## config.mk

```make
export PLATFORM = sky130hd
export DESIGN_NAME = uart_receiver
export DESIGN_NICKNAME = d
export VERILOG_FILES = /design/src/rtl/uart_pkg.sv /design/src/rtl/uart_rx_sync.sv /design/src/rtl/uart_receiver.sv
export SDC_FILE = /design/constraint.sdc
export NUM_CORES = 1
export LEC_CHECK = 0
export ABC_CLOCK_PERIOD_IN_PS = 4900
export CORE_MARGIN = 5
export CORE_UTILIZATION = 45
export DETAILED_ROUTE_END_ITERATION = 7
export PLACE_DENSITY = 0.65
export SLEW_MARGIN = 20
export SYNTH_ARGS = -nofsm -noshare
export SYNTH_HDL_FRONTEND = slang
export SYNTH_SLANG_ARGS = --single-unit
```

## constraint.sdc

```tcl
create_clock -name PCLK -period 4.9 [get_ports PCLK]
set_input_delay 0.98 -clock PCLK [delete_from_list [all_inputs] [get_ports PCLK]]
set_output_delay 0.98 -clock PCLK [all_outputs]
set_load 0.05 [all_outputs]
```

## src/rtl/uart_pkg.sv

```systemverilog
// Shared UART definitions: receiver states, parity modes and helpers.
// Used by both the transmitter and receiver sides of the link.
package uart_pkg;

    typedef enum logic [2:0] {
        IDLE,
        START,
        DATA,
        PARITY,
        STOP1,
        STOP2,
        WAIT,
        DONE
    } rx_state_t;

    localparam logic [1:0] PAR_ODD  = 2'b10;
    localparam logic [1:0] PAR_EVEN = 2'b11;

    typedef struct packed {
        logic [3:0] len;
        logic [1:0] par;
        logic       stop2;
    } rx_cfg_t;

    // Lengths outside 5..8 fall back to 8 data bits.
    function automatic logic [3:0] uart_eff_len(input logic [3:0] len);
        return (len >= 4'd5 && len <= 4'd8) ? len : 4'd8;
    endfunction

    function automatic logic uart_parity(
        input logic [7:0] data,
        input logic [3:0] len,
        input logic [1:0] mode
    );
        logic x;
        x = 1'b0;
        for (int i = 0; i < 8; i++) begin
            if (4'(i) < len) x = x ^ data[i];
        end
        case (mode)
            PAR_EVEN: return x;
            PAR_ODD:  return ~x;
            default:  return x;
        endcase
    endfunction

endpackage

```

## src/rtl/uart_rx_sync.sv

```systemverilog
// Metastability synchronizer for the asynchronous Rx pin.
// Flops reset to the idle (high) line level.
module uart_rx_sync #(
    parameter int SYNC_STAGES = 2
) (
    input  logic PCLK,
    input  logic PRESET,
    input  logic rx,
    output logic rx_sync
);

    logic [SYNC_STAGES-1:0] sync_q;
    logic [SYNC_STAGES-1:0] sync_d;

    always_comb begin
        sync_d[0] = rx;
        for (int i = 1; i < SYNC_STAGES; i++) begin
            sync_d[i] = sync_q[i-1];
        end
    end

    always_ff @(posedge PCLK) begin
        if (PRESET) sync_q <= '1;
        else        sync_q <= sync_d;
    end

    assign rx_sync = sync_q[SYNC_STAGES-1];

endmodule

```

## src/rtl/uart_receiver.sv

```systemverilog
// UART receiver: assembles one DATA_WIDTH-bit word from consecutive
// frames and hands it over with a single-cycle RX_done pulse.
module uart_receiver #(
    parameter int DATA_WIDTH  = 32,
    parameter int OVERSAMPLE  = 16,
    parameter int SYNC_STAGES = 2
) (
    input  logic                  PCLK,
    input  logic                  PRESET,
    input  logic                  rx_tick,
    input  logic                  Rx,
    input  logic [3:0]            frame_length,
    input  logic [1:0]            parity_signal,
    input  logic                  stop_bits,
    output logic [DATA_WIDTH-1:0] read_data,
    output logic                  RX_done,
    output logic                  RX_busy,
    output logic                  parity_error,
    output logic                  frame_error
);

    import uart_pkg::*;

    localparam int TW = $clog2(OVERSAMPLE);
    localparam logic [TW-1:0] TICK_MID  = TW'(OVERSAMPLE / 2 - 1);
    localparam logic [TW-1:0] TICK_LAST = TW'(OVERSAMPLE - 1);
    localparam logic [5:0] IDX_FULL = 6'(DATA_WIDTH);
    localparam logic [5:0] IDX_SAT  = 6'(DATA_WIDTH + 7);

    logic rx_sync;

    rx_state_t             state_q, state_d;
    logic [TW-1:0]         tick_q, tick_d;
    logic [5:0]            bit_idx_q, bit_idx_d;
    logic [2:0]            frame_bit_q, frame_bit_d;
    logic [DATA_WIDTH-1:0] word_q, word_d;
    logic [7:0]            frame_data_q, frame_data_d;
    logic                  par_acc_q, par_acc_d;
    logic                  frm_acc_q, frm_acc_d;
    logic                  from_wait_q, from_wait_d;
    rx_cfg_t               cfg_q, cfg_d;
    logic [DATA_WIDTH-1:0] read_data_q, read_data_d;
    logic                  par_err_q, par_err_d;
    logic                  frm_err_q, frm_err_d;

    logic          tick_mid;
    logic          tick_end;
    logic [TW-1:0] tick_nxt;
    logic          stop_done;

    uart_rx_sync #(
        .SYNC_STAGES(SYNC_STAGES)
    ) u_sync (
        .PCLK    (PCLK),
        .PRESET  (PRESET),
        .rx      (Rx),
        .rx_sync (rx_sync)
    );

    assign tick_mid = (tick_q == TICK_MID);
    assign tick_end = (tick_q == TICK_LAST);
    assign tick_nxt = tick_end ? '0 : tick_q + 1'b1;

    always_comb begin
        state_d      = state_q;
        tick_d       = tick_q;
        bit_idx_d    = bit_idx_q;
        frame_bit_d  = frame_bit_q;
        word_d       = word_q;
        frame_data_d = frame_data_q;
        par_acc_d    = par_acc_q;
        frm_acc_d    = frm_acc_q;
        from_wait_d  = from_wait_q;
        cfg_d        = cfg_q;
        read_data_d  = read_data_q;
        par_err_d    = par_err_q;
        frm_err_d    = frm_err_q;
        stop_done    = 1'b0;

        case (state_q)
            IDLE: begin
                if (rx_tick && !rx_sync) begin
                    state_d     = START;
                    tick_d      = TW'(1);
                    cfg_d.len   = uart_eff_len(frame_length);
                    cfg_d.par   = parity_signal;
                    cfg_d.stop2 = stop_bits;
                    word_d      = '0;
                    bit_idx_d   = '0;
                    frame_bit_d = '0;
                    par_acc_d   = 1'b0;
                    frm_acc_d   = 1'b0;
                    from_wait_d = 1'b0;
                end
            end
            WAIT: begin
                if (rx_tick && !rx_sync) begin
                    state_d     = START;
                    tick_d      = TW'(1);
                    from_wait_d = 1'b1;
                end
            end
            START: begin
                if (rx_tick) begin
                    tick_d = tick_nxt;
                    if (tick_mid && rx_sync) begin
                        state_d = from_wait_q ? WAIT : IDLE;
                        tick_d  = '0;
                    end else if (tick_end) begin
                        state_d = DATA;
                    end
                end
            end
            DATA: begin
                if (rx_tick) begin
                    tick_d = tick_nxt;
                    if (tick_mid) begin
                        for (int i = 0; i < DATA_WIDTH; i++) begin
                            if (bit_idx_q == 6'(i)) word_d[i] = rx_sync;
                        end
                        frame_data_d[frame_bit_q] = rx_sync;
                        frame_bit_d = frame_bit_q + 3'd1;
                        if (bit_idx_q != IDX_SAT) begin
                            bit_idx_d = bit_idx_q + 6'd1;
                        end
                    end
                    // frame_bit wraps to 0 after eight bits, matching len 8
                    if (tick_end && frame_bit_q == cfg_q.len[2:0]) begin
                        state_d     = cfg_q.par[1] ? PARITY : STOP1;
                        frame_bit_d = '0;
                    end
                end
            end
            PARITY: begin
                if (rx_tick) begin
                    tick_d = tick_nxt;
                    if (tick_mid && rx_sync !=
                        uart_parity(frame_data_q, cfg_q.len, cfg_q.par)) begin
                        par_acc_d = 1'b1;
                    end
                    if (tick_end) state_d = STOP1;
                end
            end
            STOP1: begin
                if (rx_tick) begin
                    tick_d = tick_nxt;
                    if (tick_mid) begin
                        if (!rx_sync) frm_acc_d = 1'b1;
                        if (cfg_q.stop2) state_d = STOP2;
                        else             stop_done = 1'b1;
                    end
                end
            end
            STOP2: begin
                if (rx_tick) begin
                    tick_d = tick_nxt;
                    if (tick_mid) begin
                        if (!rx_sync) frm_acc_d = 1'b1;
                        stop_done = 1'b1;
                    end
                end
            end
            DONE: begin
                state_d = IDLE;
                tick_d  = '0;
            end
            default: state_d = IDLE;
        endcase

        // Outputs load on entry to DONE so they are valid with RX_done.
        if (stop_done) begin
            tick_d = '0;
            if (bit_idx_q >= IDX_FULL) begin
                state_d     = DONE;
                read_data_d = word_q;
                par_err_d   = par_acc_d;
                frm_err_d   = frm_acc_d;
            end else begin
                state_d = WAIT;
            end
        end
    end

    always_ff @(posedge PCLK) begin
        if (PRESET) begin
            state_q      <= IDLE;
            tick_q       <= '0;
            bit_idx_q    <= '0;
            frame_bit_q  <= '0;
            word_q       <= '0;
            frame_data_q <= '0;
            par_acc_q    <= 1'b0;
            frm_acc_q    <= 1'b0;
            from_wait_q  <= 1'b0;
            cfg_q        <= '0;
            read_data_q  <= '0;
            par_err_q    <= 1'b0;
            frm_err_q    <= 1'b0;
        end else begin
            state_q      <= state_d;
            tick_q       <= tick_d;
            bit_idx_q    <= bit_idx_d;
            frame_bit_q  <= frame_bit_d;
            word_q       <= word_d;
            frame_data_q <= frame_data_d;
            par_acc_q    <= par_acc_d;
            frm_acc_q    <= frm_acc_d;
            from_wait_q  <= from_wait_d;
            cfg_q        <= cfg_d;
            read_data_q  <= read_data_d;
            par_err_q    <= par_err_d;
            frm_err_q    <= frm_err_d;
        end
    end

    assign read_data    = read_data_q;
    assign RX_done      = (state_q == DONE);
    assign RX_busy      = (state_q != IDLE) && (state_q != DONE);
    assign parity_error = par_err_q;
    assign frame_error  = frm_err_q;

endmodule
```

==> results summary, run 1 <==
The via count of the first global-routing pass was 4059. The slack of the worst reg-to-reg path is 2.19 ns. The clock reaches the later pin of the worst-skew pair after 0.36 ns. Entering global routing, the biggest net connects 43 pins. The proportion of synthesized chip area in sequential cells came out at 41.3%. The worst pin sits at a relative slew slack of 42.5%. The maximum operating frequency came out at 0.297 GHz.

The layout net count came out at 652. The cell area that synthesis handed to floorplanning was 0.00494 mm2. TritonCTS built the clock tree. 0 antenna diodes ended up in the layout.

The area added between synthesis and finish is 12.1%. The average instance in the mapped netlist occupies 7.95 um2. The classification of the worst setup path is reg -> out. The arrival time of data at the critical path endpoint is 2.39 ns. Post-CTS repair changed the size of 0 cells. The count of cells in the finished layout, fillers not included, comes to 780. Counting I/O delays and the setup requirement, the final critical path takes 3.37 ns. At the end of routability-driven placement, the weighted congestion stood at 0.924. Setup repair after global routing left no endpoint under its margin. The number of standard-cell rows in the floorplan is 38. In the synthesized netlist the async set-or-reset flop fraction comes to 0%.

The total overflow left after global routing is 0. The first global-routing pass estimated 20.3 mm of wire. The flow ran to the end, and the final reports show no timing, DRC or antenna violations. The die covers 0.0132 mm2. The synthesized net count came out at 639. The fraction of the cycle the final worst path needs came out at 68.7%. The starting density of the core is 45.8%.

In this run the most used layer during global routing was met2. The commonest non-fill, non-tap cell in the layout is nand2_1. The final hold slack came out at 0.417 ns. The clock sink total is 102. The final cell utilization of the core came out at 51.3%. The average vias per placed instance came out at 5.55.

The clock tree synthesis step divided the H-tree into 3 levels. The proportion of layout cells with a drive suffix above 1 is 6.88%. The hold violation count in the final report is 0. The number of fillers in the final layout came out at 1039.

The worst setup path is launched from a flop. The number of placed instances, taps included, is 763. In the synthesized netlist the dominant register cell turns out to be dfxtp_1. Synthesis instantiated 71 different standard cells from the library. The highest fanout seen on the critical path came out at 25. The tree is rooted in a clkbuf_8.

The static leakage came out at 1.77 nW. The data required time of the worst path is 3.92 ns. The max-slew violation count is 0. For this run, global-route usage on met3 was measured as 3.26%. The count of final setup violators is 0. After detailed routing, the number of remaining DRC violations is 0. The setup fix buffers added after clock tree synthesis came out at 0.

The detailed-placement wirelength estimate is 8.40 mm. The initial antenna violation count is 0. The CTS buffer count came out at 9. The total iterations of the first detailed-routing run came out at 5. Max-cap violations in this run came to 0.

The number of synthesized flops with an enable pin came out at 0. The largest voltage drop on the vdd net is 152 uV. In the global route stage, met2 resource usage came out at 28.4%. Global routing consumed, over all layers together, 18.9% of the routing resources. After the first detailed-routing iteration, the DRC count stood at 299. The final wirelength came out at 12.0 mm. The number of warnings issued by yosys came out at 0. Detailed routing inserted a total of 4328 vias. The worst setup path is captured at an output port. The fraction of met1 tracks used by global routing is 27.6%.

The number of buffers inserted for hold repair after clock tree synthesis came out at 0. The final-layout setup total negative slack is 0 ns. The ratio of total power to cell area came out at 282 mW/mm2. After detailed routing, the average wire length per cell comes to 15.4 um.

The maximum buffer depth of the clock tree is 2. The flip-flop and latch count after synthesis came out at 102. The residual antenna-violating net count after detailed routing is 0.

The floorplan step set the die width to 115 um. The tightest min-delay check is of the reg -> reg type. In this run the count of I/O pins placed on the die edge is 47. The worst-margin pin slew came out at 0.861 ns.

The core box area came out at 0.0108 mm2. The chip height came out at 115 um. The number of cells produced by synthesis is 622. In the layout the commonest cells are nand2_1 (107), dfxtp_1 (102), a21oi_1 (99). Buffers placed on the I/O ports in this run total 46. The final clock skew came out at 0.00906 ns. The clock input transition at the sequential cells of the worst setup and hold paths is 0.09 ns.
-- kinds of logic after synthesis --
family | Yosys count | share of synthesized area [%]
compound gates | 181 | 21.7
flops | 102 | 41.3
xor+xnor | 13 | 3.11
mux | 7 | 1.44
fa+ha+maj | 6 | 1.52
simple gates | 254 | 25.2
buf+inv | 59 | 5.70
-- synth_stat cells (all sizes together) (8+ instances only) --
library cell  instances  area (um2)
a211oi               18         135
a21oi               100         504
buf                  16         109
clkbuf               34         139
dfxtp               102        2040
inv                   9        33.8
nand2               107         402
nand2b               11        71.3
nand3                27         140
nor2                 42         158
nor3                 23         125
o21ai                30         150
xor2                  8        96.4
-- per-stage QoR --
step	setup WS (ns)	area, um2	total power, W
after global routing	1.37	5540	0.00164
after floorplan	2.04	4940	0.00106
after global placement	1.47	5360	0.00111
final	1.53	5540	0.00157
after detailed placement	1.36	5360	0.00111
after CTS	1.49	5530	0.00158
-- power breakdown --
| part | switching, W | internal, W | leakage [nW] |
|---|---|---|---|
| clock network | 0.000282 | 0.000185 | 0.0755 |
| logic | 0.000144 | 0.0000830 | 0.870 |
| registers | 0.0000316 | 0.000839 | 0.822 |
| total | 0.000458 | 0.00111 | 1.77 |
-- worst paths after layout --
check,startpoint,endpoint,cells past startpoint
worst max-delay path,state_q[2]$_SDFFE_PP0P_,RX_busy,3
worst min register to register,u_sync.sync_q[0]$_SDFF_PP1_,u_sync.sync_q[1]$_SDFF_PP1_,1
worst min-delay path,u_sync.sync_q[0]$_SDFF_PP1_,u_sync.sync_q[1]$_SDFF_PP1_,1
worst max register to register,state_q[2]$_SDFFE_PP0P_,state_q[0]$_SDFFE_PP0P_,7
-- sequential cells by signal, indices dropped and copies added, names as in the netlist, 2 cells and up --
| register | flops |
|---|---|
| u_sync.sync_q | 2 |
| state_q | 3 |
| tick_q | 4 |
| bit_idx_q | 6 |
| word_q | 32 |
| frame_data_q | 8 |
| read_data | 32 |
| frame_bit_q | 3 |
| cfg_q | 7 |
-- layout make-up --
class	instances	area, um2	area share [%]
inverters	9	33.8	0.610
well taps	140	175	3.16
multi-input cells	461	2620	47.3
clock buffers	11	131	2.37
flip-flops and latches	102	2040	36.8
repair buffers	52	504	9.10
clock inverters	5	36.3	0.655
-- routing by layer --
| layer | vias to the layer above | wire, um | share of wire, % |
|---|---|---|---|
| met5 | - | 0 | 0 |
| met4 | 0 | 88 | 0.73 |
| met3 | 6 | 535 | 4.4 |
| met2 | 109 | 5460 | 45 |
| met1 | 2007 | 5950 | 49 |
| li1 | 2206 | - | - |
-- critical path: stages, from the launching register on --
cell and delay, ns:
dfxtp_1 0.89, nor3_1 0.18, nor2_1 0.14, clkdlybuf4s50_1 0.81
Power figures use the tool's default switching activity.
==> inputs of run 2 (changes only) <==
Settings changed: ABC_CLOCK_PERIOD_IN_PS 4900 to 2900, PLACE_DENSITY 0.65 to 0.68.
Clock period 4.9 ns to 2.9 ns, I/O delays scaled along.
==> results summary, run 2 (synthesis gave the netlist of run 1 again) <==
The run finished with clean final reports. The worst-margin pin slew came out at 0.829 ns (-0.0322 ns). The first-iteration detailed-routing DRC count came out at 336 (+12%).

The area taken by flip-flops and latches came out at 0.00204 mm2 (unchanged). The total iterations of the first detailed-routing run came out at 5 (unchanged). The count of final setup violators is 0 (unchanged).

The cell sitting at the root of the clock tree is a clkbuf_8. The max-slew violation count came out at 0 (unchanged). The quantity of I/O buffers inserted on ports came out at 46 (unchanged). The layout net count came out at 664 (+1.8%).

The minimum period implied by the final worst setup slack came out at 2.61 ns. The average vias per placed instance is 5.66 (+2.0%). The multi-input logic area came out at 0.00262 mm2 (unchanged).

The wire length per cell is 16.0 um (+3.7%). STA classifies the critical path endpoint as an output port. The total via count in the routed design came out at 4484 (+3.6%). The total routing resource utilization after global routing was 19.4% (+0.56 points). The area added between synthesis and finish came out at 15.8%.

The number of fillers in the final layout was 1063 (+2.3%). The largest voltage drop on the vdd net is 353 uV (+130%). The number of primary I/O pins came out at 47 (unchanged). Leaving out fill and tap cells, the most frequent cell in the layout is nand2_1. The final hold slack came out at 0.415 ns (-0.00290 ns). The fraction of the cycle the final worst path needs is 90.0%. The starting density of the core is 45.8% (unchanged). The clock input transition at the sequential cells of the worst setup and hold paths came to 0.11 ns (+0.02 ns). The final cell utilization of the core came to 53.0% (+1.7 points). The number of gates given a new drive strength after cts came out at 0 (unchanged). The core box area is 0.0108 mm2 (unchanged). The x dimension of the die came to 115 um (unchanged).

The post-place setup slack is 0.544 ns (-0.811 ns). The initial antenna violation count came out at 0 (unchanged). The antenna diode instance count is 0 (unchanged). The setup fix buffers added after clock tree synthesis came out at 0 (unchanged). The ratio of total power to cell area is 522 mW/mm2 (+85%). The number of standard-cell rows in the floorplan came out at 38 (unchanged). The source-to-sink clock delay at the later pin of the worst-skew pair is 0.39 ns (+0.03 ns).

The TritonCTS clock tree is done. The final-layout setup total negative slack came out at 0 ns (unchanged). The maximum buffer depth of the clock tree was 2 (unchanged). The number of levels the H-tree was split into is 3 (unchanged). Setup repair after global routing left no endpoint under its margin. The max-cap check violation count is 0 (unchanged). In the layout the commonest cells are nand2_1 (107), dfxtp_1 (102), a21oi_1 (99). The worst setup path is of the reg -> out kind. The static leakage came out at 1.88 nW (+6.6%).

The number of buffers inserted for hold repair after clock tree synthesis is 0 (unchanged). The via count of the first global-routing pass came out at 4124 (+1.6%). The total grt overflow came out at 0 (unchanged). The CTS buffer count came to 9 (unchanged). The data required time of the worst path is 2.32 ns (-1.60 ns). The worst hold path belongs to the class reg -> reg. The startpoint class of the critical path is a flop. The final critical-path setup slack was 0.290 ns (-1.24 ns). The pin count of the biggest net entering global routing is 55 (+28%).

The global-route wire length before repair is 20.7 mm (+2.1%). The proportion of layout cells with a drive suffix above 1 was 8.90% (+2.0 points). The floorplan die area is 0.0132 mm2 (unchanged). The arrival time of data at the critical path endpoint is 2.03 ns (-0.36 ns). The final wirelength was 12.7 mm (+5.3%).

The worst relative slew slack was 44.7% (+2.2 points). The detailed-placement wirelength estimate was 8.89 mm (+5.8%). The final clock skew came out at 0.0135 ns (+0.00443 ns). The global placement routability congestion came out at 0.906 (-2.0%). The hold violation count in the final report came to 0 (unchanged). The maximum operating frequency came out at 0.383 GHz.

The clock sink total is 102 (unchanged). The chip height is 115 um (unchanged). The residual antenna-violating net count after detailed routing is 0 (unchanged). The DRC violations left is 0 (unchanged).

The highest fanout seen on the critical path was 24 (-4.0%).
[run 2: changes by cell type in the layout (fill, tap and decap cells not counted)]
cell	change
buf_4	+12
bufinv_16	+3
clkinvlp_4	-3
inv_6	+3
clkbuf_1	-2
buf_12	+1
buf_6	-1
clkinv_2	-1
clkinv_4	-1
inv_8	+1
[run 2: through the flow]
stage               cells  instance area (um2)  power [W]
global route          792                 5720    0.00312
finish                792                 5720    0.00299
detailed placement    776                 5470    0.00190
global placement      776                 5470    0.00190
CTS                   792                 5720    0.00301
floorplan             622                 4940    0.00178
[run 2: worst paths after layout]
check | to | slack, ns | start | cells after the start
max | RX_busy | 0.29 | state_q[2]$_SDFFE_PP0P_ | 4
min | u_sync.sync_q[1]$_SDFF_PP1_ | 0.41 | u_sync.sync_q[0]$_SDFF_PP1_ | 1
max reg2reg | state_q[2]$_SDFFE_PP0P_ | 0.63 | tick_q[0]$_SDFFE_PP0P_ | 7
min reg2reg | u_sync.sync_q[1]$_SDFF_PP1_ | 0.41 | u_sync.sync_q[0]$_SDFF_PP1_ | 1
[run 2: report_power, final]
group	total (W)	leakage, nW	switching, W	internal [W]
Clock	0.00112	0.127	0.000529	0.000588
Sequential	0.00144	0.822	0.0000215	0.00142
Combinational	0.000432	0.936	0.000279	0.000153
[run 2: worst max-delay path, cell delays in order, from the launching register on]
cell and delay, ns:
dfxtp_1 0.34, buf_4 0.27, nor3_1 0.13, nor2_1 0.10, clkdlybuf4s50_1 0.80
[run 2: layout make-up]
| type | count | share of cell area [%] |
|---|---|---|
| Multi-Input combinational cell | 461 | 45.7 |
| Sequential cell | 102 | 35.7 |
| Timing Repair Buffer | 64 | 10.5 |
| Tap cell | 140 | 3.06 |
| Clock inverter | 7 | 2.23 |
| Clock buffer | 9 | 2.16 |
| Inverter | 9 | 0.590 |
[run 2: layer usage]
layer | share of wire [%] | vias to the layer above | global-route usage [%]
met5 | 0 | - | 0
met4 | 1.4 | 0 | 5.48
met3 | 6.7 | 15 | 5.37
met2 | 45 | 149 | 29.7
met1 | 46 | 2101 | 27.1
li1 | - | 2219 | -
==> inputs of run 3 (changes only) <==
Settings changed: SLEW_MARGIN 20 to 30.
==> results of run 3 <==
Final layout, timing and power as in run 2 (identical DEF).
